<file path="config.mk">
export PLATFORM = sky130hd
export DESIGN_NAME = bit_stuffer
export DESIGN_NICKNAME = d
export VERILOG_FILES = /design/src/rtl/bit_stuffer.sv
export SDC_FILE = /design/constraint.sdc
export NUM_CORES = 1
export LEC_CHECK = 0
export ABC_AREA = 1
export CAP_MARGIN = 10
export CORE_MARGIN = 1
export CORE_UTILIZATION = 25
export DETAILED_ROUTE_END_ITERATION = 7
export PLACE_DENSITY_LB_ADDON = 0.15
export SLEW_MARGIN = 20
export SYNTH_ARGS = -nofsm -noshare
export SYNTH_HDL_FRONTEND = slang
export SYNTH_SLANG_ARGS = --single-unit
</file>
<file path="constraint.sdc">
create_clock -name clk -period 1.8 [get_ports clk]
set_clock_uncertainty 0.15 [all_clocks]
set_input_delay 0.18 -clock clk [delete_from_list [all_inputs] [get_ports clk]]
set_output_delay 0.18 -clock clk [all_outputs]
set_load 0.02 [all_outputs]
</file>
<file path="src/rtl/bit_stuffer.sv">
// bit_stuffer: passes serial bits through, inserting a 0 after RUN_LEN consecutive 1s and stalling upstream for that cycle
module bit_stuffer #(
  parameter int RUN_LEN = 6,
  parameter int CNT_W = 3
) (
  input  logic clk,
  input  logic rst,
  input  logic in_bit,
  input  logic in_valid,
  input  logic in_eop,
  output logic in_ready,
  output logic out_bit,
  output logic out_valid,
  output logic out_eop,
  output logic out_stuffed
);
  typedef enum logic [1:0] {IDLE, PASS, STUFF} state_t;
  state_t state;
  logic [CNT_W-1:0] cnt, cnt_inc;
  logic stuff_eop, acc, trig;
  assign in_ready = ~rst & (state != STUFF);
  assign acc = in_valid & in_ready;
  assign cnt_inc = cnt + 1'b1;
  assign trig = in_bit & (cnt_inc == CNT_W'(RUN_LEN));
  always_ff @(posedge clk)
    if (rst) begin
      state <= IDLE;
      cnt <= '0;
      stuff_eop <= 1'b0;
      out_bit <= 1'b0;
      out_valid <= 1'b0;
      out_eop <= 1'b0;
      out_stuffed <= 1'b0;
    end else if (state == STUFF) begin
      state <= stuff_eop ? IDLE : PASS;
      out_bit <= 1'b0;
      out_valid <= 1'b1;
      out_eop <= stuff_eop;
      out_stuffed <= 1'b1;
    end else if (acc) begin
      state <= trig ? STUFF : in_eop ? IDLE : PASS;
      cnt <= (in_bit & ~trig & ~in_eop) ? cnt_inc : '0;
      stuff_eop <= in_eop;
      out_bit <= in_bit;
      out_valid <= 1'b1;
      out_eop <= in_eop & ~trig;
      out_stuffed <= 1'b0;
    end else begin
      out_valid <= 1'b0;
      out_eop <= 1'b0;
      out_stuffed <= 1'b0;
    end
endmodule

</file>
Yosys cells after proc, flatten, opt, wreduce, memory -nomap -nowiden --
Cells that the tools add are included.
Word-level totals: register bits 10, input bits 5, logic and storage cells 35
Cells by class: add/sub/neg operators 1, equal/unequal tests 3, muxes and demuxes 11, bitwise gates (word level) 10, reduce and logical (&&, ||, !) cells 3
Operator list (count):
- $mux 1 | 7
- $and 1x1->1 | 6
- $mux 2 | 3
- $not 1->1 | 4
- $add 3x1->3 const B | 1
- $eq 3x3->1 const B | 1
- $mux 3 | 1
- $eq 2x2->1 const B | 1
- $ne 2x2->1 const B | 1
- $reduce_and 2->1 | 1
- $reduce_bool 2->1 | 1
- $reduce_or 2->1 | 1

Depth between registers and ports, before layout --
Gate-level depths: netlist of the first run.
depth in word-level cells 7, depth in mapped cells 9

Worst setup path after synthesis of the first run --
OpenSTA, ideal clock, no wires.
path kind register -> register, from register cnt[0], to register cnt[0], setup time 0.115 ns, data arrival time 1.020 ns, data required time 1.535 ns, setup slack 0.515 ns, stages on the path, launching flop included 9, clock period less this slack 1.285 ns, cell sequence dfxtp_1 > ha_1 > inv_1 > nand2_1 > nand2_1 > nand2_1 > nand2_1 > nor2_4 > o21a_1
Between the ends: cells in the longest elaborated chain, start to end 7
RTL lines:
- start: declaration | RTL line 19 | logic [CNT_W-1:0] cnt, cnt_inc;
- start signal: assignment | RTL line 42 | cnt <= (in_bit & ~trig & ~in_eop) ? cnt_inc : '0;
- $add 3x1->3 (*) | RTL line 23 | assign cnt_inc = cnt + 1'b1;
- $eq 3x3->1 | RTL line 24 | assign trig = in_bit & (cnt_inc == CNT_W'(RUN_LEN));
- $and 1x1->1 | RTL line 24
- $not 1->1 | RTL line 42
- $and 1x1->1 (2 in a row) | RTL line 42
- $mux 3 (*) | RTL line 42
Every way passes the cells marked *; elsewhere a longest branch is shown, timed or not. A chain may end at the register's enable or synchronous reset.

Final worst setup path of the first run --
from register state[0], to output port in_ready
Between the ends: cells in the longest elaborated chain, start to end 2
RTL lines:
- start: declaration | RTL line 18 | state_t state;
- start signal: assignment | RTL line 35 | state <= stuff_eop ? IDLE : PASS;
- start signal: assignment | RTL line 41 | state <= trig ? STUFF : in_eop ? IDLE : PASS;
- $ne 2x2->1 | RTL line 21 | assign in_ready = ~rst & (state != STUFF);
- $and 1x1->1 | RTL line 21
- end: declaration | RTL line 11 | output logic in_ready,
No other way between the ends.

==> metrics.txt, run 1 <==
switching share of power=23.7%; final worst-path cycle share=between 80% and 90%; TritonRoute pass-1 iters=2; cells after synthesis=66; core area=1760 µm²; Die Width=approximately 46 µm; internal power consumption=0.000375 W; static leakage power=0.283 nW; Starting DRT DRC Count=5; share of synthesized area occupied by flip-flops and latches=between 40% and 50%; H-tree depth=1; vias per cell=4.10; Initial Utilization=27.5%; final antenna-violating net count=0; worst relative slew slack=85.6%; critical path capture point type=primary output; met3 demand-to-capacity share in global routing=7.45%; achievable frequency=between 600 and 700 MHz; Final setup violation count=0; GRT Overall Usage=between 10% and 20%; sum of net half-perimeters after detailed placement=between 600 and 700 µm; number of buffers on the longest clock path=2; Synth Area in Compound Gates=10.8%; clk root buf=clkbuf_4; pin count of the biggest net entering global routing=11; Post-route DRC=0; wire length of the first global-routing pass=1.46 mm; clock transition time at the flip-flop clock pins of the worst setup and hold paths=around 60 ps; worst IR drop on VDD=between 0.0005 and 0.0006 V; P per Cell Area=754 nW/µm²; parity-gate share of the synthesized area counting xor and xnor cells=0%; simple-gate share of the synthesized area=32.5%; number of nets in the layout=88; Max Fanout on Critical Path=5; fraction of layout instances using a drive strength above 1=17.5%; Period minus WS final=1550 ps; std cell rows=15; post-CTS setup buffers=0; portion of netlist area occupied by mux cells=0%; CTS tree=yes; port buffer count=9; Via Count=430; CTS Buf Count=3; Post-Syn Area=485 µm²; Worst Tran Pin Value=216 ps; number of antenna cells inserted=0; HP Class=register to register; Net Sw Power=0.000117 W; relative contribution of combinational cells to total power=approximately 11%; via count of the first global-routing pass=348; post-synthesis share of cell area spent on full adders, half adders and majority gates=5.15%; arrival time at the worst endpoint=1220 ps; Clk Latency, worst-skew pair=270 ps; signed area change from the synthesized netlist to the final layout=34.3%; total clock sinks=10; top-level port count=10; overflow left after global routing=0; Routed Wire Length=roughly 910 µm; GR peak layer=met2; Worst Path Required=1470 ps; startpoint class of the critical path=register; Unique masters post-synth=19; post-synthesis net count=73; path type of the worst setup path=register to primary output; M2 GR Usage=~15%; placer congestion estimate=roughly 0.7; Post-CTS Hold Fix Bufs=0; final count of pins violating max slew=0; number of max-cap violations=0; die extent in y=46.1 µm; final-report hold violation count=0; die area=2120 µm²; RSZ-0062 raised after global routing=no; Power Total=0.000492 W; fraction of met1 tracks used by global routing=between 10% and 20%; final-layout setup total negative slack=0 ps; post-detailed-route wirelength per cell=about 8.7 µm; number of warnings reported in the yosys synthesis log=0; sequential share of power=46.7%; result of the run=completed; synthesis-stage register bit count=10; clock network fraction of design power=42.0%; synthesized area per cell=7.36 µm²; post_cts resized=1; initial antenna violation count=0; main combinational cell family by area after synthesis=simple AND/OR/NAND/NOR gates
-- critical path, cell delays in order (launching register included) --
cell and delay [ps]:
dfxtp_1 330, inv_1 60, nand2_2 120, nand2_4 80, inv_1 50, dlygate4sd2_1 320
-- cell type report --
class / instances / area, µm²
fillers: 202 / 1110
multi-input cells: 43 / 235
flip-flops and latches: 10 / 200
repair buffers: 11 / 104
inverters: 12 / 45.0
clock buffers: 4 / 36.3
well taps: 25 / 31.3
-- power groups by stage --
| stage | logic, W | clock network, W | registers, W |
|---|---|---|---|
| after floorplan | 0.0000276 | 0 | 0.000238 |
| after global placement | 0.0000567 | 0 | 0.000235 |
| after detailed placement | 0.0000568 | 0 | 0.000235 |
| after CTS | 0.0000563 | 0.000214 | 0.000229 |
| after global routing | 0.0000607 | 0.000225 | 0.000230 |
| final | 0.0000554 | 0.000207 | 0.000230 |
-- layout by cell type (no fill, tap or decap) --
master	n
nand2_1	19
dfxtp_1	10
inv_1	9
clkdlybuf4s50_1	8
a21oi_1	7
nor2_1	3
clkbuf_4	3
inv_2	2
nor2_4	2
nand3_1	2
ha_1	2
buf_4	2
nand2_2	1
nand2_4	1
nand4_2	1
o21a_1	1
nand4_1	1
o21ai_1	1
clkinv_1	1
o21ai_0	1
nor2_2	1
clkbuf_8	1
dlygate4sd2_1	1
-- kinds of logic after synthesis --
| kind of cell | after synthesis |
|---|---|
| AND/OR/NAND/NOR | 31 |
| flip-flops | 10 |
| AO/OA/AOI/OAI | 10 |
| adder cells (fa/ha/maj) | 2 |
| buffers and inverters | 13 |
-- worst paths after layout --
path         startpoint        to  slack [ps]  cells past startpoint
max            state[0]  in_ready         250                      5
min            state[0]  state[0]         320                      2
max reg2reg      cnt[0]    cnt[1]         410                      9
min reg2reg    state[0]  state[0]         320                      2
-- cells in the mapped netlist --
cell type  count  area share [%]
a21oi_1        7             7.2
buf_2          1             1.0
clkinv_1       1            0.77
dfxtp_1       10              41
ha_1           2             5.2
inv_1          9             7.0
inv_2          2             1.5
nand2_1       19              15
nand2_2        1             1.3
nand2_4        1             2.3
nand3_1        2             2.1
nand4_1        1             1.3
nand4_2        1             2.6
nor2_1         3             2.3
nor2_2         1             1.3
nor2_4         2             4.6
o21a_1         1             1.5
o21ai_0        1             1.0
o21ai_1        1             1.0
-- per-stage QoR --
| step | std cells | utilization (%) | setup slack, ps | hold WS, ps | instance area, µm² |
|---|---|---|---|---|---|
| after floorplan | 66 | - | 515 | 177 | 485 |
| after global routing | 105 | 37.0 | 162 | 344 | 652 |
| after CTS | 105 | 37.0 | 221 | 324 | 652 |
| after detailed placement | 101 | 35.0 | 45.0 | 314 | 617 |
| final | 105 | 37.0 | 246 | 320 | 652 |
| after global placement | 101 | 35.0 | 55.6 | 310 | 617 |
-- routing by layer --
metal  vias up  share of wire, %
met4         0              0.66
li1        235                 -
met3         2               7.9
met2        13                42
met1       180                49
met5         -                 0
-- registers in the layout, indices dropped and copies added (netlist names) --
name,flops
out_eop,1
stuff_eop,1
out_stuffed,1
out_bit,1
out_valid,1
state,2
cnt,3
(Power assumes the default switching activity.)
==> run 2: changes to the inputs <==
- CORE_MARGIN: 1 -> 1.5
==> run 2 against run 1 <==
  * Critical path type unchanged
  * Power is 1.5% lower
  * Flip-flop and latch count stayed put
  * Sequential share of layout area stayed put
  * Final cell count stayed put
  * Die area is 4.4% higher
  * Critical path depth is 4 lower
  * Sequential power hardly changed
  * Global-route usage is 0.26 points lower
  * Worst setup slack better by 21 ps
  * Hold slack worse by 3.4 ps
==> metrics.txt, run 2 (synthesized netlist as in run 1, its figures left out) <==
Worst Tran Pin Value=223 ps; longest individual stage delay on the worst path=about 610 ps; worst path bufs/invs=1; static leakage power=0.283 nW; arrival time at the worst endpoint=1200 ps; final-report hold violation count=0; H-tree depth=1; placer congestion estimate=0.656; sum of net half-perimeters after detailed placement=712 µm; port buffer count=9; commonest non-fill, non-tap cells in the layout=19 x nand2_1, 10 x dfxtp_1, 9 x inv_1, 8 x clkdlybuf4s50_1, 7 x a21oi_1; slowest cell on the critical path=clkdlybuf4s50_1; Starting DRT DRC Count=1; result of the run=completed; die area=2220 µm²; wire length of the first global-routing pass=1.56 mm; GRT Overall Usage=10.3%; series of cell instances along the critical path=clkdlybuf4s50_1; Placement Setup Slack=approximately 50 ps; CTS tree=yes; Initial Utilization=27.2%; post_cts resized=1; total clock sinks=10; post-CTS setup buffers=0; share of the core filled with cells=36.6%; Period minus WS final=1530 ps; Met1 Routed Length=424 µm; HP Class=register to register; pin count of the biggest net entering global routing=11; achievable frequency=~650 MHz; vias per cell=4.00; final count of pins violating max slew=0; Setup crit start=out_bit; Die Width=~47 µm; std cell rows=15; worst hold path startpoint=state[0]; worst relative slew slack=85.1%; top-level port count=10; number of max-cap violations=0; post-detailed-route wirelength per cell=8.50 µm; leading cell type in the layout, fill and taps excluded=nand2_1; flip-flop count of the largest register after layout=3; cell family with the largest share of critical-path delay=buffers and inverters; Post-route DRC=0; Worst Path Required=around 1500 ps; final-layout setup total negative slack=0 ps; startpoint class of the critical path=register; Clk Latency, worst-skew pair=260 ps; sum of met3 wire segment lengths after detailed routing=40 µm; critical register-to-register path startpoint=cnt[0]; final antenna-violating net count=0; path type of the worst setup path=register to primary output; TritonRoute pass-1 iters=3; Max Fanout on Critical Path=2; routed length on met2=422 µm; Top Layer Used=met4; die extent in y=47.1 µm; Post-CTS Hold Fix Bufs=0; overflow left after global routing=0; final worst slack=267 ps; clock transition time at the flip-flop clock pins of the worst setup and hold paths=70 ps; core area=1780 µm²; critical path capture point type=primary output; Via Count=420; final worst-path cycle share=85.2%; number of nets in the layout=88; Final setup violation count=0; number of antenna cells inserted=0; Power Total=just under 0.0005 W; RSZ-0062 raised after global routing=no; clk root buf=clkbuf_4; top register by number of flip-flops=cnt; Largest regs=cnt x3, state x2; CTS Buf Count=3; P per Cell Area=743 nW/µm²; Routed Wire Length=~900 µm; initial antenna violation count=0; fraction of layout instances using a drive strength above 1=17.5%; signed area change from the synthesized netlist to the final layout=34.3%; worst IR drop on VDD=between 0.0003 and 0.0004 V; number of buffers on the longest clock path=2; via count of the first global-routing pass=386
[run 2: cell counts in the layout (fill, tap and decap cells not counted)]
Identical to the previous run, type by type.
[run 2: metrics by stage]
stage | cell area [µm²] | hold WS (ps) | std cells
5_1_grt | 652 | 361 | 105
3_3_place_gp | 617 | 309 | 101
2_1_floorplan | 485 | 177 | 66
3_5_place_dp | 617 | 310 | 101
4_1_cts | 652 | 321 | 105
6_report | 652 | 317 | 105
[run 2: final timing paths]
kind         cells past startpoint  slack [ps]       end
max reg2reg                      9         410    cnt[2]
max                              1         270   out_bit
min                              2         320  state[0]
min reg2reg                      2         320  state[0]
[run 2: layer usage]
| layer | global-route usage, % | vias to the layer above |
|---|---|---|
| met5 | 0 | - |
| met4 | 5.00 | 0 |
| met3 | 3.46 | 2 |
| met2 | 16.2 | 8 |
| met1 | 12.8 | 180 |
| li1 | - | 230 |
[run 2: power by group]
group / total, W / internal, W / leakage (nW) / switching [W]
registers: 0.000229 / 0.000227 / 0.0813 / 0.00000274
logic: 0.0000554 / 0.0000256 / 0.180 / 0.0000298
clock network: 0.000199 / 0.000123 / 0.0210 / 0.0000767
[run 2: cell type report]
type                       instances  area (µm²)
multi-input combinational         43         235
inverter                          12        45.0
sequential                        10         200
clock buffer                       4        36.3
tap                               25        31.3
fill                             190        1130
timing repair buffer              11         104
==> run 3: changes to the inputs <==
- CORE_AREA: unset -> 3 3 40 42
- CORE_MARGIN: 1.5 -> unset
- CORE_UTILIZATION: 25 -> unset
- DIE_AREA: unset -> 0 0 43 45
- clock period: 1.8 -> 1.9 ns (I/O delays scaled with it)
==> run 3 against run 2 <==
  * Power fell by 16%
  * Hold slack worse by 2.4 ps
  * First-iteration DRC count unchanged
  * Global-route usage grew 1.3 points
  * Non-clock buffer count decreased by 1
  * Final cell count fell by 11%
  * Core utilization grew 12 points
  * Flip-flop and latch count stayed put
  * Critical endpoint unchanged
  * Largest cell class unchanged
  * Largest power group unchanged
==> metrics.txt, run 3 (synthesized netlist as in run 1, its figures left out) <==
clock transition time at the flip-flop clock pins of the worst setup and hold paths=about 60 ps; CTS Buf Count=3; wire length of the first global-routing pass=1.60 mm; Die Width=43 µm; number of max-cap violations=0; P per Cell Area=654 nW/µm²; result of the run=completed; path type of the worst setup path=register to primary output; Largest regs=cnt x3, state x2; RSZ-0062 raised after global routing=no; final count of pins violating max slew=0; critical path capture point type=primary output; post_cts resized=0; via count of the first global-routing pass=417; series of cell instances along the critical path=clkdlybuf4s50_1; number of antenna cells inserted=0; commonest non-fill, non-tap cells in the layout=19 x nand2_1, 10 x dfxtp_1, 9 x inv_1, 8 x clkdlybuf4s50_1, 7 x a21oi_1; Post-CTS Hold Fix Bufs=0; final antenna-violating net count=0; HP Class=register to register; placer congestion estimate=0.746; std cell rows=13; post-route cell area=622 µm²; share of the core filled with cells=48.4%; Routed Wire Length=829 µm; Period minus WS final=1530 ps; instance area at placement=597 µm²; GRT Overall Usage=11.6%; worst path bufs/invs=1; cell family with the largest share of critical-path delay=buffers and inverters; Starting DRT DRC Count=1; post-CTS setup buffers=0; Via Count=426; worst relative slew slack=85.1%; Worst Tran Pin Value=222 ps; arrival time at the worst endpoint=about 1200 ps; startpoint class of the critical path=register; fraction of layout instances using a drive strength above 1=15.4%; core area=1280 µm²; post-detailed-route wirelength per cell=roughly 8.9 µm; static leakage power=~0.28 nW; longest individual stage delay on the worst path=610 ps; top register by number of flip-flops=cnt; final-layout setup total negative slack=0 ps; achievable frequency=652 MHz; sum of net half-perimeters after detailed placement=654 µm; top-level port count=10; initial antenna violation count=0; CTS tree=yes; die area=1940 µm²; Post-route DRC=0; final-report hold violation count=0; Initial Utilization=37.8%; pin count of the biggest net entering global routing=11; port buffer count=9; final worst-path cycle share=80.8%; Worst Path Required=~1600 ps; overflow left after global routing=0; Clk Latency, worst-skew pair=260 ps; number of nets in the layout=87; Max Fanout on Critical Path=2; clk root buf=clkbuf_4; flip-flop count of the largest register after layout=3; die extent in y=45 µm; Hold Slack=about 310 ps; Final setup violation count=0; slowest cell on the critical path=clkdlybuf4s50_1; total clock sinks=10; TritonRoute pass-1 iters=3; number of buffers on the longest clock path=2; leading cell type in the layout, fill and taps excluded=nand2_1; signed area change from the synthesized netlist to the final layout=28.1%; vias per cell=4.58; worst IR drop on VDD=0.000453 V; H-tree depth=1
[run 3: worst paths after layout]
kind	depth (start not counted)	slack [ps]	to	from
max reg2reg	9	530	cnt[1]	cnt[0]
max	1	370	out_bit	out_bit
min	2	310	state[0]	state[0]
min reg2reg	2	310	state[0]	state[0]
[run 3: final cells by class]
cell class / instances / area, µm²
Tap cell: 15 / 18.8
Timing Repair Buffer: 10 / 100
Multi-Input combinational cell: 43 / 235
Clock buffer: 3 / 22.5
Fill cell: 133 / 663
Sequential cell: 10 / 200
Inverter: 12 / 45.0
[run 3: power by group]
group	internal (W)	total, W	switching [W]
combinational	0.0000235	0.0000511	0.0000276
sequential	0.000215	0.000218	0.00000255
clock	0.0000728	0.000138	0.0000651
total	0.000311	0.000406	0.0000953
[run 3: layer usage]
| metal | global-route usage, % | up-vias | routed length [µm] |
|---|---|---|---|
| met5 | 0 | - | 0 |
| met4 | 7.23 | 0 | 21 |
| met1 | 12.7 | 181 | 376 |
| met3 | 6.37 | 5 | 72 |
| met2 | 17.7 | 11 | 359 |
| li1 | - | 229 | - |
[run 3: through the flow]
stage	setup slack, ps	cells	power (W)
5_1_grt	323	93	0.000432
4_1_cts	46.3	93	0.000417
3_3_place_gp	107	90	0.000274
2_1_floorplan	615	66	0.000251
6_report	366	93	0.000406
3_5_place_dp	104	90	0.000274
